===== src/rtl/add_share_arb.sv =====
// Round-robin arbiter that time-shares one prefix adder between NumReq requesters.
// The winning sum is registered with the winner's index on a backpressured response port.

module add #(
  parameter int width = 8,
  parameter int speed = 1
) (
  input  logic [width-1:0] a,
  input  logic [width-1:0] b,
  output logic [width-1:0] s
);
  // The carry into bit i is the group generate of bits 0..i-1.
  // Only width-1 positions feed a sum bit, so the top carry is never built.
  localparam int N   = width - 1;
  localparam int Lvl = (N > 1) ? $clog2(N) : 1;

  function automatic logic [N-1:0] carries(input logic [N-1:0] g_in, input logic [N-1:0] p_in);
    logic [N-1:0] g;
    logic [N-1:0] p;
    int j;
    int step;
    g = g_in;
    p = p_in;
    case (speed)
      0: begin
        for (int i = 1; i < N; i++) begin
          g[i] = g[i] | (p[i] & g[i-1]);
          p[i] = p[i] & p[i-1];
        end
      end
      2: begin
        for (int l = 0; l < Lvl; l++) begin
          for (int i = 0; i < N; i++) begin
            if (((i >> l) & 1) == 1) begin
              j = ((i >> l) << l) - 1;
              g[i] = g[i] | (p[i] & g[j]);
              p[i] = p[i] & p[j];
            end
          end
        end
      end
      default: begin
        for (int l = 0; l < Lvl; l++) begin
          step = 1 << l;
          for (int i = 0; i < N; i++) begin
            if ((i + 1) % (2 * step) == 0) begin
              g[i] = g[i] | (p[i] & g[i-step]);
              p[i] = p[i] & p[i-step];
            end
          end
        end
        for (int l = Lvl - 2; l >= 0; l--) begin
          step = 1 << l;
          for (int i = 0; i < N; i++) begin
            if (((i + 1) % (2 * step) == step) && (i + 1 > 2 * step)) begin
              g[i] = g[i] | (p[i] & g[i-step]);
              p[i] = p[i] & p[i-step];
            end
          end
        end
      end
    endcase
    return g;
  endfunction

  logic [N-1:0] carry;

  assign carry = carries(a[N-1:0] & b[N-1:0], a[N-1:0] ^ b[N-1:0]);
  assign s     = (a ^ b) ^ {carry, 1'b0};
endmodule

module add_share_arb #(
  parameter int width  = 8,
  parameter int speed  = 1,
  parameter int NumReq = 4,
  localparam int IdW   = (NumReq > 1) ? $clog2(NumReq) : 1
) (
  input  logic                    clk_i,
  input  logic                    rst_i,
  input  logic [NumReq-1:0]       req_valid_i,
  output logic [NumReq-1:0]       req_ready_o,
  input  logic [NumReq*width-1:0] req_a_i,
  input  logic [NumReq*width-1:0] req_b_i,
  output logic                    rsp_valid_o,
  input  logic                    rsp_ready_i,
  output logic [width-1:0]        rsp_sum_o,
  output logic [IdW-1:0]          rsp_id_o
);
  logic [IdW-1:0]   rr_q;
  logic [IdW-1:0]   grant_p0;
  logic [IdW-1:0]   low_p0;
  logic [IdW-1:0]   high_p0;
  logic [IdW-1:0]   rr_next_p0;
  logic             any_p0;
  logic             high_found_p0;
  logic             accept_p0;
  logic             fire_p0;
  logic [width-1:0] a_p0;
  logic [width-1:0] b_p0;
  logic [width-1:0] sum_p0;
  logic             vld_p1;
  logic [width-1:0] sum_p1;
  logic [IdW-1:0]   id_p1;

  // Stage p0: cyclic grant from rr_q, operand mux, shared adder.
  assign accept_p0 = ~vld_p1 | rsp_ready_i;

  // Lowest valid index at or above the pointer wins; otherwise wrap to the lowest overall.
  always_comb begin
    any_p0        = 1'b0;
    low_p0        = '0;
    high_found_p0 = 1'b0;
    high_p0       = '0;
    for (int i = NumReq - 1; i >= 0; i--) begin
      if (req_valid_i[i]) begin
        any_p0 = 1'b1;
        low_p0 = IdW'(i);
      end
      if (req_valid_i[i] && (IdW'(i) >= rr_q)) begin
        high_found_p0 = 1'b1;
        high_p0       = IdW'(i);
      end
    end
    grant_p0 = high_found_p0 ? high_p0 : low_p0;
  end

  always_comb begin
    a_p0 = '0;
    b_p0 = '0;
    for (int i = 0; i < NumReq; i++) begin
      if (grant_p0 == IdW'(i)) begin
        a_p0 = req_a_i[i*width +: width];
        b_p0 = req_b_i[i*width +: width];
      end
    end
  end

  assign fire_p0    = accept_p0 & any_p0 & ~rst_i;
  assign rr_next_p0 = (grant_p0 == IdW'(NumReq - 1)) ? '0 : grant_p0 + 1'b1;

  always_comb begin
    req_ready_o = '0;
    for (int i = 0; i < NumReq; i++) begin
      req_ready_o[i] = fire_p0 & (grant_p0 == IdW'(i));
    end
  end

  add #(
    .width(width),
    .speed(speed)
  ) u_add (
    .a(a_p0),
    .b(b_p0),
    .s(sum_p0)
  );

  // Stage p1: response register; drain and refill share one edge.
  always_ff @(posedge clk_i or posedge rst_i) begin
    if (rst_i) begin
      rr_q   <= '0;
      vld_p1 <= 1'b0;
      sum_p1 <= '0;
      id_p1  <= '0;
    end else if (accept_p0) begin
      vld_p1 <= any_p0;
      if (any_p0) begin
        sum_p1 <= sum_p0;
        id_p1  <= grant_p0;
        rr_q   <= rr_next_p0;
      end
    end
  end

  assign rsp_valid_o = vld_p1;
  assign rsp_sum_o   = sum_p1;
  assign rsp_id_o    = id_p1;
endmodule


===== config.mk =====
export PLATFORM = sky130hd
export DESIGN_NAME = add_share_arb
export DESIGN_NICKNAME = d
export VERILOG_FILES = /design/src/rtl/add_share_arb.sv
export SDC_FILE = /design/constraint.sdc
export NUM_CORES = 1
export LEC_CHECK = 0
export CAP_MARGIN = 5
export CORE_AREA = 2 2 65 67
export CTS_CLUSTER_SIZE = 20
export DETAILED_ROUTE_END_ITERATION = 7
export DIE_AREA = 0 0 67 69
export MAX_ROUTING_LAYER = met4
export PLACE_DENSITY = 0.79
export SLEW_MARGIN = 20
export SYNTH_ARGS = -nofsm -noshare
export SYNTH_HDL_FRONTEND = slang
export SYNTH_HIERARCHICAL = 1
export SYNTH_SLANG_ARGS = --single-unit

===== constraint.sdc =====
create_clock -name clk_i -period 5.5 [get_ports clk_i]
set_clock_uncertainty 0.1 [all_clocks]
set_input_delay 0.55 -clock clk_i [delete_from_list [all_inputs] [get_ports clk_i]]
set_output_delay 0.55 -clock clk_i [all_outputs]
set_load 0.01 [all_outputs]

* Yosys cells after proc, flatten, opt, wreduce, memory -nomap -nowiden
Cells that the tools add are included.
** Word-level totals
- Word-level logic and storage cells :: 75
- Bits of input ports :: 71
- Output and inout port bits :: 15
- Register bits after elaboration :: 13
** Cells by class
- Bitwise operators :: 31
- Reductions and logical operators :: 6
- Equality and inequality tests :: 3
- Multiplexer cells :: 26
- Add/sub/neg operators :: 1
- Magnitude comparators :: 4
** Operators by type and width (number)
- two-way mux 8 bit :: 8
- two-way mux 2 bit :: 10
- AND 1 bit :: 16
- bitwise XOR 8 bit :: 2
- bitwise OR 1 bit :: 9
- two-way mux 1 bit :: 8
- AND 7 bit :: 1
- bitwise XOR 7 bit :: 1
- equality test 2 bit, second input constant :: 2
- greater-or-equal comparator 1 x 2 -> 1 bit, first input constant :: 2
- greater-or-equal comparator 2 bit, first input constant :: 2
- logical AND 1 bit :: 4
- adder 2 x 1 -> 2 bit, second input constant :: 1
- equality test 2 x 1 -> 1 bit, second input constant :: 1
- zero test 2 bit :: 1
- inverter 1 bit :: 2
- AND reduction 2 bit :: 1

* Depth between registers and ports, before layout
- Depth in word-level cells :: 22
- Mapped depth :: 17
- Mapped depth without buffers :: 15

* By module
Netlist, hierarchy kept.
** Modules (own cells, without submodules)
- add_share_arb :: seq. area each 325.3 um^2, cells each 140, area an instance 1216.2 um^2, times used 1
- add :: seq. area each 0.0 um^2, cells each 25, area an instance 234.0 um^2, times used 1

* Worst setup path before layout
OpenSTA, ideal clock, no wires.
- Kind :: input to register
- Start point :: input req_valid_i[3]
- End point :: register sum_p1[7], in the netlist rsp_sum_o[7]
- Setup slack :: 1.467 ns
- Path buffers :: 2
- Data arrival time :: 3.808 ns
- Setup time :: 0.125 ns
- Data required time :: 5.275 ns
- Cell stages on the path :: 16
- Cell sequence :: nand4b_1 o21ai_0 or3_1 ha_1 buf_2 clkbuf_1 a221oi_1 o31ai_1 ha_1 fa_1 a21o_1 a21oi_2 o21ai_1 fa_1 xnor2_1 mux2_2
** On the way
- Word-level cells in the longest chain between the ends :: 21
- Elaborated cells between the ends (all ways) :: 49
** Ends and longest elaborated chain
- start, declared :: line 80 : input logic [NumReq-1:0] req_valid_i,
- logical AND 1 bit :: line 119 : if (req_valid_i[i] && (IdW'(i) >= rr_q)) begin
- two-way mux 2 bit / two-way mux 1 bit (equally long branches) (4 in series) :: line 119
- two-way mux 2 bit (*) :: line 124 : grant_p0 = high_found_p0 ? high_p0 : low_p0;
- zero test 2 bit :: line 131 : if (grant_p0 == IdW'(i)) begin
- two-way mux 8 bit (3 in series) :: line 131
- two-way mux 8 bit (*) :: line 131
- via a_p0[0] :: line 98 : logic [width-1:0] a_p0;
- AND 7 bit (*) :: line 68 : assign carry = carries(a[N-1:0] & b[N-1:0], a[N-1:0] ^ b[N-1:0]);
- (+2 left out)
- AND 1 bit (*) :: line 47 : g[i] = g[i] | (p[i] & g[i-step]);
- bitwise OR 1 bit (*) :: line 47
- AND 1 bit (*) :: line 56 : g[i] = g[i] | (p[i] & g[i-step]);
- bitwise OR 1 bit (*) :: line 56
- AND 1 bit (*) :: line 56
- bitwise OR 1 bit (*) :: line 56
- bitwise XOR 8 bit (*) :: line 69 : assign s = (a ^ b) ^ {carry, 1'b0};
- via sum_p0[7] :: line 100 : logic [width-1:0] sum_p0;
- end signal, assigned :: line 167 : sum_p1 <= sum_p0;
- end, declared :: line 102 : logic [width-1:0] sum_p1;
Mark *: on every way through the listed nets, which the timed path passes. The rest lies on a longest branch.
A chain may end at the register's enable or synchronous reset.

* Final worst setup path
- Start point :: input req_valid_i[3]
- End point :: register sum_p1[7], in the netlist rsp_sum_o[7]
** On the way
- Elaborated cells between the ends (all ways) :: 49
** RTL lines
- logical AND 1 bit :: line 119
- two-way mux 2 bit / two-way mux 1 bit (equally long branches) (4 in series) :: line 119
- two-way mux 2 bit (*) :: line 124
- zero test 2 bit :: line 131
- two-way mux 8 bit (3 in series) :: line 131
- two-way mux 8 bit (*) :: line 131
- via b_p0[2] :: line 99 : logic [width-1:0] b_p0;
- AND 7 bit / bitwise XOR 7 bit (equally long branches) :: line 68
- AND 1 bit, on equally long branches :: line 47, 48
- bitwise OR 1 bit / AND 1 bit (equally long branches) :: line 47
- bitwise OR 1 bit (*) :: line 47
- AND 1 bit (*) :: line 56
- bitwise OR 1 bit (*) :: line 56
- AND 1 bit (*) :: line 56
- bitwise OR 1 bit (*) :: line 56
- bitwise XOR 8 bit (*) :: line 69
- via sum_p0[7] :: line 100
Marked as above.

==> run summary <==
The flow ran to the end, and the final reports show no timing, DRC or antenna violations. Type of the most critical hold path: reg2reg. The delay of the slowest cell on the worst path was 640 ps. TritonCTS built the clock tree.

Among the stages of the critical path, the cell type that occurs most often is sky130_fd_sc_hd__ha_1. The initial core utilization is 0.371, and the count of cell types in the netlist is 38. The synthesized area divided by synthesized cell count was 8.79 sq um. OpenSTA, run right after detailed placement, puts the worst setup slack at 582 ps. The complex-gate fraction of the synthesized area came out at 0.261. The share of the cycle needed by the critical path after routing works out to 0.855. Count of buffers from port buffering: 85. The area of the die is 4620 sq um, and the detailed-route wire length per cell is 14.4 um. The minimum period implied by the final worst setup slack came out at 4700 ps. The tool flagged a number of max-cap violations equal to 0. For this run, the post-layout net count is 331. The tools report the post-CTS setup buffer count as 0.

The sequential share of the synthesized area was 0.224; the height of the die was 69 um. Worst slew margin relative to its limit: 0.525. The count of clock tree sinks is 13. The final non-filler cell total is 296, and the number of search-and-repair iterations in the first detailed-routing pass is 4. STA classifies the critical path startpoint as an input port. For the warning count from the yosys run, the log shows 6. The tools report the highest attainable clock frequency as 213 MHz. The worst setup path is captured at a register.

Arrival time reported for the critical path endpoint: 4720 ps. The mux cell area share after synthesis works out to 0.0820. Row count: 23. For the final HPWL from detailed placement, the log shows 3570 um. For the peak supply drop, the log shows 0.000180 V. In the layout the commonest cells are sky130_fd_sc_hd__clkdlybuf4s50_1 (85), sky130_fd_sc_hd__nand2_1 (21), sky130_fd_sc_hd__nor2b_1 (16), sky130_fd_sc_hd__o31ai_1 (16), sky130_fd_sc_hd__a221oi_1 (15). The congestion estimate from routability-driven global placement came to 0.883. The post-route antenna net violation count is 0, and the number of synthesized register bits is 13. After routing the design area is 2380 sq um.

The tree is rooted in a sky130_fd_sc_hd__clkbuf_8. The static power due to leakage was 0.956 nW; the final global-route overflow total was 0. The run gives 5520 ps as the endpoint required time on the critical path.

After technology mapping, the gate count stands at 165. The later pin in the worst-skew pair is clocked with a latency of 240 ps. The slew at the pin closest to its max-slew limit works out to 713 ps.

In the routed layout, each cell is associated on average with a via count of 5.26. For the total via count after detailed routing, the log shows 1,556. The critical path goes through clkdlybuf4s50_1, nand4b_1, o21ai_0, or3_1, ha_1, nor2b_2, a221oi_1, o31ai_1, ha_1, a21o_1, a21oi_2, o21ai_1, fa_1, xnor2_1, mux2_2. Once routing completed, OpenROAD measured the worst setup slack at 799 ps.

Share of the core filled with cells in the final layout: 0.608. The total count of max-transition violations in the final report was 0. The core area is 3910 sq um. The floorplan step set the die width to 67 um.

The XOR/XNOR share of the synthesized area was 0.0242. The total I/O pin count is 86. The detailed router finished its first iteration with 87 violations.

Along the worst path, the maximum fanout reaches 15. Counting along the longest clock path gives a buffer depth of 2. For this run, design rule violations remaining after detail routing come to 0. The global-route usage over all layers was 0.200; the CTS buffer count was 3.

The netlist area before placement was 1450 sq um; the via count of the first global-routing pass was 1,552. For the count of endpoints failing setup in the final report, the log shows 0. The tightest hold path in the finished design has a slack of 408 ps.

Hold repair after CTS inserted 0 buffers. Power comes to 0.966 mW. The run gives 1 as the H-tree depth reported by CTS.

For this design the ratio of total power to cell area is 406 nW/um^2. The synthesis-to-layout area growth is 64.1%. Entering global routing, the biggest net connects 23 pins.

The simple-gate portion of the synthesized area works out to 0.215. The share of post-route cells with drive strength above 1 came out at 0.0772. The largest family of logic cells by synthesized area is compound AO/OA/AOI/OAI gates.

Setup repair after global routing left no endpoint under its margin. Clock-pin slew was measured on the worst setup and hold paths at 50 ps. The largest individual stage delay along the critical path comes from the cell sky130_fd_sc_hd__clkdlybuf4s50_1. Once placement completed, the tool counted placed cells totaling 292. The post-synthesis share of cell area spent on full adders, half adders and majority gates is 0.133, and the count of instances resized after the clock tree is built is 0.

Adding up every negative setup slack in the final design gives 0 ps. Commonest non-fill, non-tap cell in the layout: sky130_fd_sc_hd__clkdlybuf4s50_1. The tools report the antenna diode count as 0. In this run the cell area measured after placement is 2330 sq um. The initial antenna violation count is 0. The first global-routing pass estimated 7170 um of wire. The final layout contains routed wiring with a total length of 4270 um. Number of hold violations in the final report: 0.

Synthesis produced a netlist with a net count of 249. The setup path with the least slack is of type in2reg.
## final timing paths
path                           startpoint           end  slack (ps)  depth (start not counted)
hold reg to reg              rsp_sum_o[4]  rsp_sum_o[4]         410                          1
max in group asynchronous           rst_i  rsp_sum_o[2]        4370                          2
setup / recovery           req_valid_i[3]  rsp_sum_o[7]         800                         15
min in group asynchronous           rst_i       rr_q[1]         570                          2
setup reg to reg                  rr_q[0]  rsp_sum_o[7]        1340                         14
hold / removal               rsp_sum_o[4]  rsp_sum_o[4]         410                          1
## cells in the mapped netlist
cell type / instances / area share
sky130_fd_sc_hd__nand3b_1: 1 / 0.0052
sky130_fd_sc_hd__nor2b_1: 16 / 0.069
sky130_fd_sc_hd__nand4b_1: 1 / 0.0060
sky130_fd_sc_hd__nand3_1: 2 / 0.0069
sky130_fd_sc_hd__clkbuf_1: 7 / 0.018
sky130_fd_sc_hd__fa_1: 4 / 0.055
sky130_fd_sc_hd__nor4_4: 1 / 0.015
sky130_fd_sc_hd__nand2b_1: 2 / 0.0086
sky130_fd_sc_hd__nor2b_2: 1 / 0.0060
sky130_fd_sc_hd__xnor2_1: 4 / 0.024
sky130_fd_sc_hd__nor3b_1: 1 / 0.0052
sky130_fd_sc_hd__dfrtp_1: 13 / 0.22
sky130_fd_sc_hd__a221oi_1: 15 / 0.091
sky130_fd_sc_hd__buf_1: 1 / 0.0026
sky130_fd_sc_hd__buf_2: 2 / 0.0069
sky130_fd_sc_hd__o31ai_1: 16 / 0.083
sky130_fd_sc_hd__o21ai_0: 5 / 0.017
sky130_fd_sc_hd__a21oi_1: 4 / 0.014
sky130_fd_sc_hd__o2bb2ai_1: 1 / 0.0060
sky130_fd_sc_hd__and3_1: 5 / 0.022
sky130_fd_sc_hd__a21o_1: 3 / 0.016
sky130_fd_sc_hd__mux2_2: 3 / 0.023
sky130_fd_sc_hd__mux2_4: 5 / 0.052
sky130_fd_sc_hd__nor3_1: 1 / 0.0034
sky130_fd_sc_hd__buf_6: 1 / 0.0078
sky130_fd_sc_hd__mux2i_1: 1 / 0.0069
sky130_fd_sc_hd__nand2_1: 21 / 0.054
sky130_fd_sc_hd__or3_1: 1 / 0.0043
sky130_fd_sc_hd__inv_1: 10 / 0.026
sky130_fd_sc_hd__ha_1: 9 / 0.078
sky130_fd_sc_hd__o31a_1: 1 / 0.0060
sky130_fd_sc_hd__a21bo_2: 1 / 0.0069
sky130_fd_sc_hd__a22o_1: 1 / 0.0060
sky130_fd_sc_hd__o41ai_1: 1 / 0.0060
sky130_fd_sc_hd__nor2_2: 1 / 0.0043
sky130_fd_sc_hd__or4_1: 1 / 0.0052
sky130_fd_sc_hd__o21ai_1: 1 / 0.0034
sky130_fd_sc_hd__a21oi_2: 1 / 0.0060
## where the power goes
part           total [mW]  switching, mW  internal [mW]  leakage [nW]
Combinational       0.715          0.325          0.390         0.782
Sequential          0.169         0.0286          0.140         0.152
Clock              0.0822         0.0312         0.0510        0.0228
Total               0.966          0.384          0.582         0.956
## routing by layer
metal / share of wire / routed length (um) / GRT usage / vias to the layer above
met5: 0 / 0 / - / -
met3: 0.047 / 200 / 0.00653 / 6
met1: 0.45 / 1930 / 0.275 / 716
li1: - / - / - / 778
met2: 0.49 / 2090 / 0.319 / 56
met4: 0.012 / 51 / 0.0544 / 0
## state kept, by name (all words and copies together) (netlist names)
signal,flops
rsp_sum_o,8
rr_q,2
rsp_id_o,2
rsp_valid_o,1
## critical path: cells and delay by family
family                   cells  cell delay, ps
XOR/XNOR                     1             140
multiplexers                 1             260
adder cells (fa/ha/maj)      3             910
buffers and inverters        1             640
AO/OA/AOI/OAI                6            1110
AND/OR/NAND/NOR              3            1110
## logic make-up after synthesis
| logic type | count (synthesis) |
|---|---|
| DFF | 13 |
| adders and majority gates | 13 |
| AOI/OAI and AO/OA | 50 |
| muxes | 9 |
| xor gates and xnor gates | 4 |
| buffers and inverters | 21 |
| and+or+nand+nor | 55 |
## area by class of cell
type | count | area [sq um]
flip-flops and latches | 13 | 325
inverters | 10 | 37.5
multi-input cells | 131 | 1040
well taps | 50 | 62.6
clock buffers | 4 | 45.0
repair buffers | 88 | 873
fillers | 365 | 1530
(Power assumes the default switching activity.)
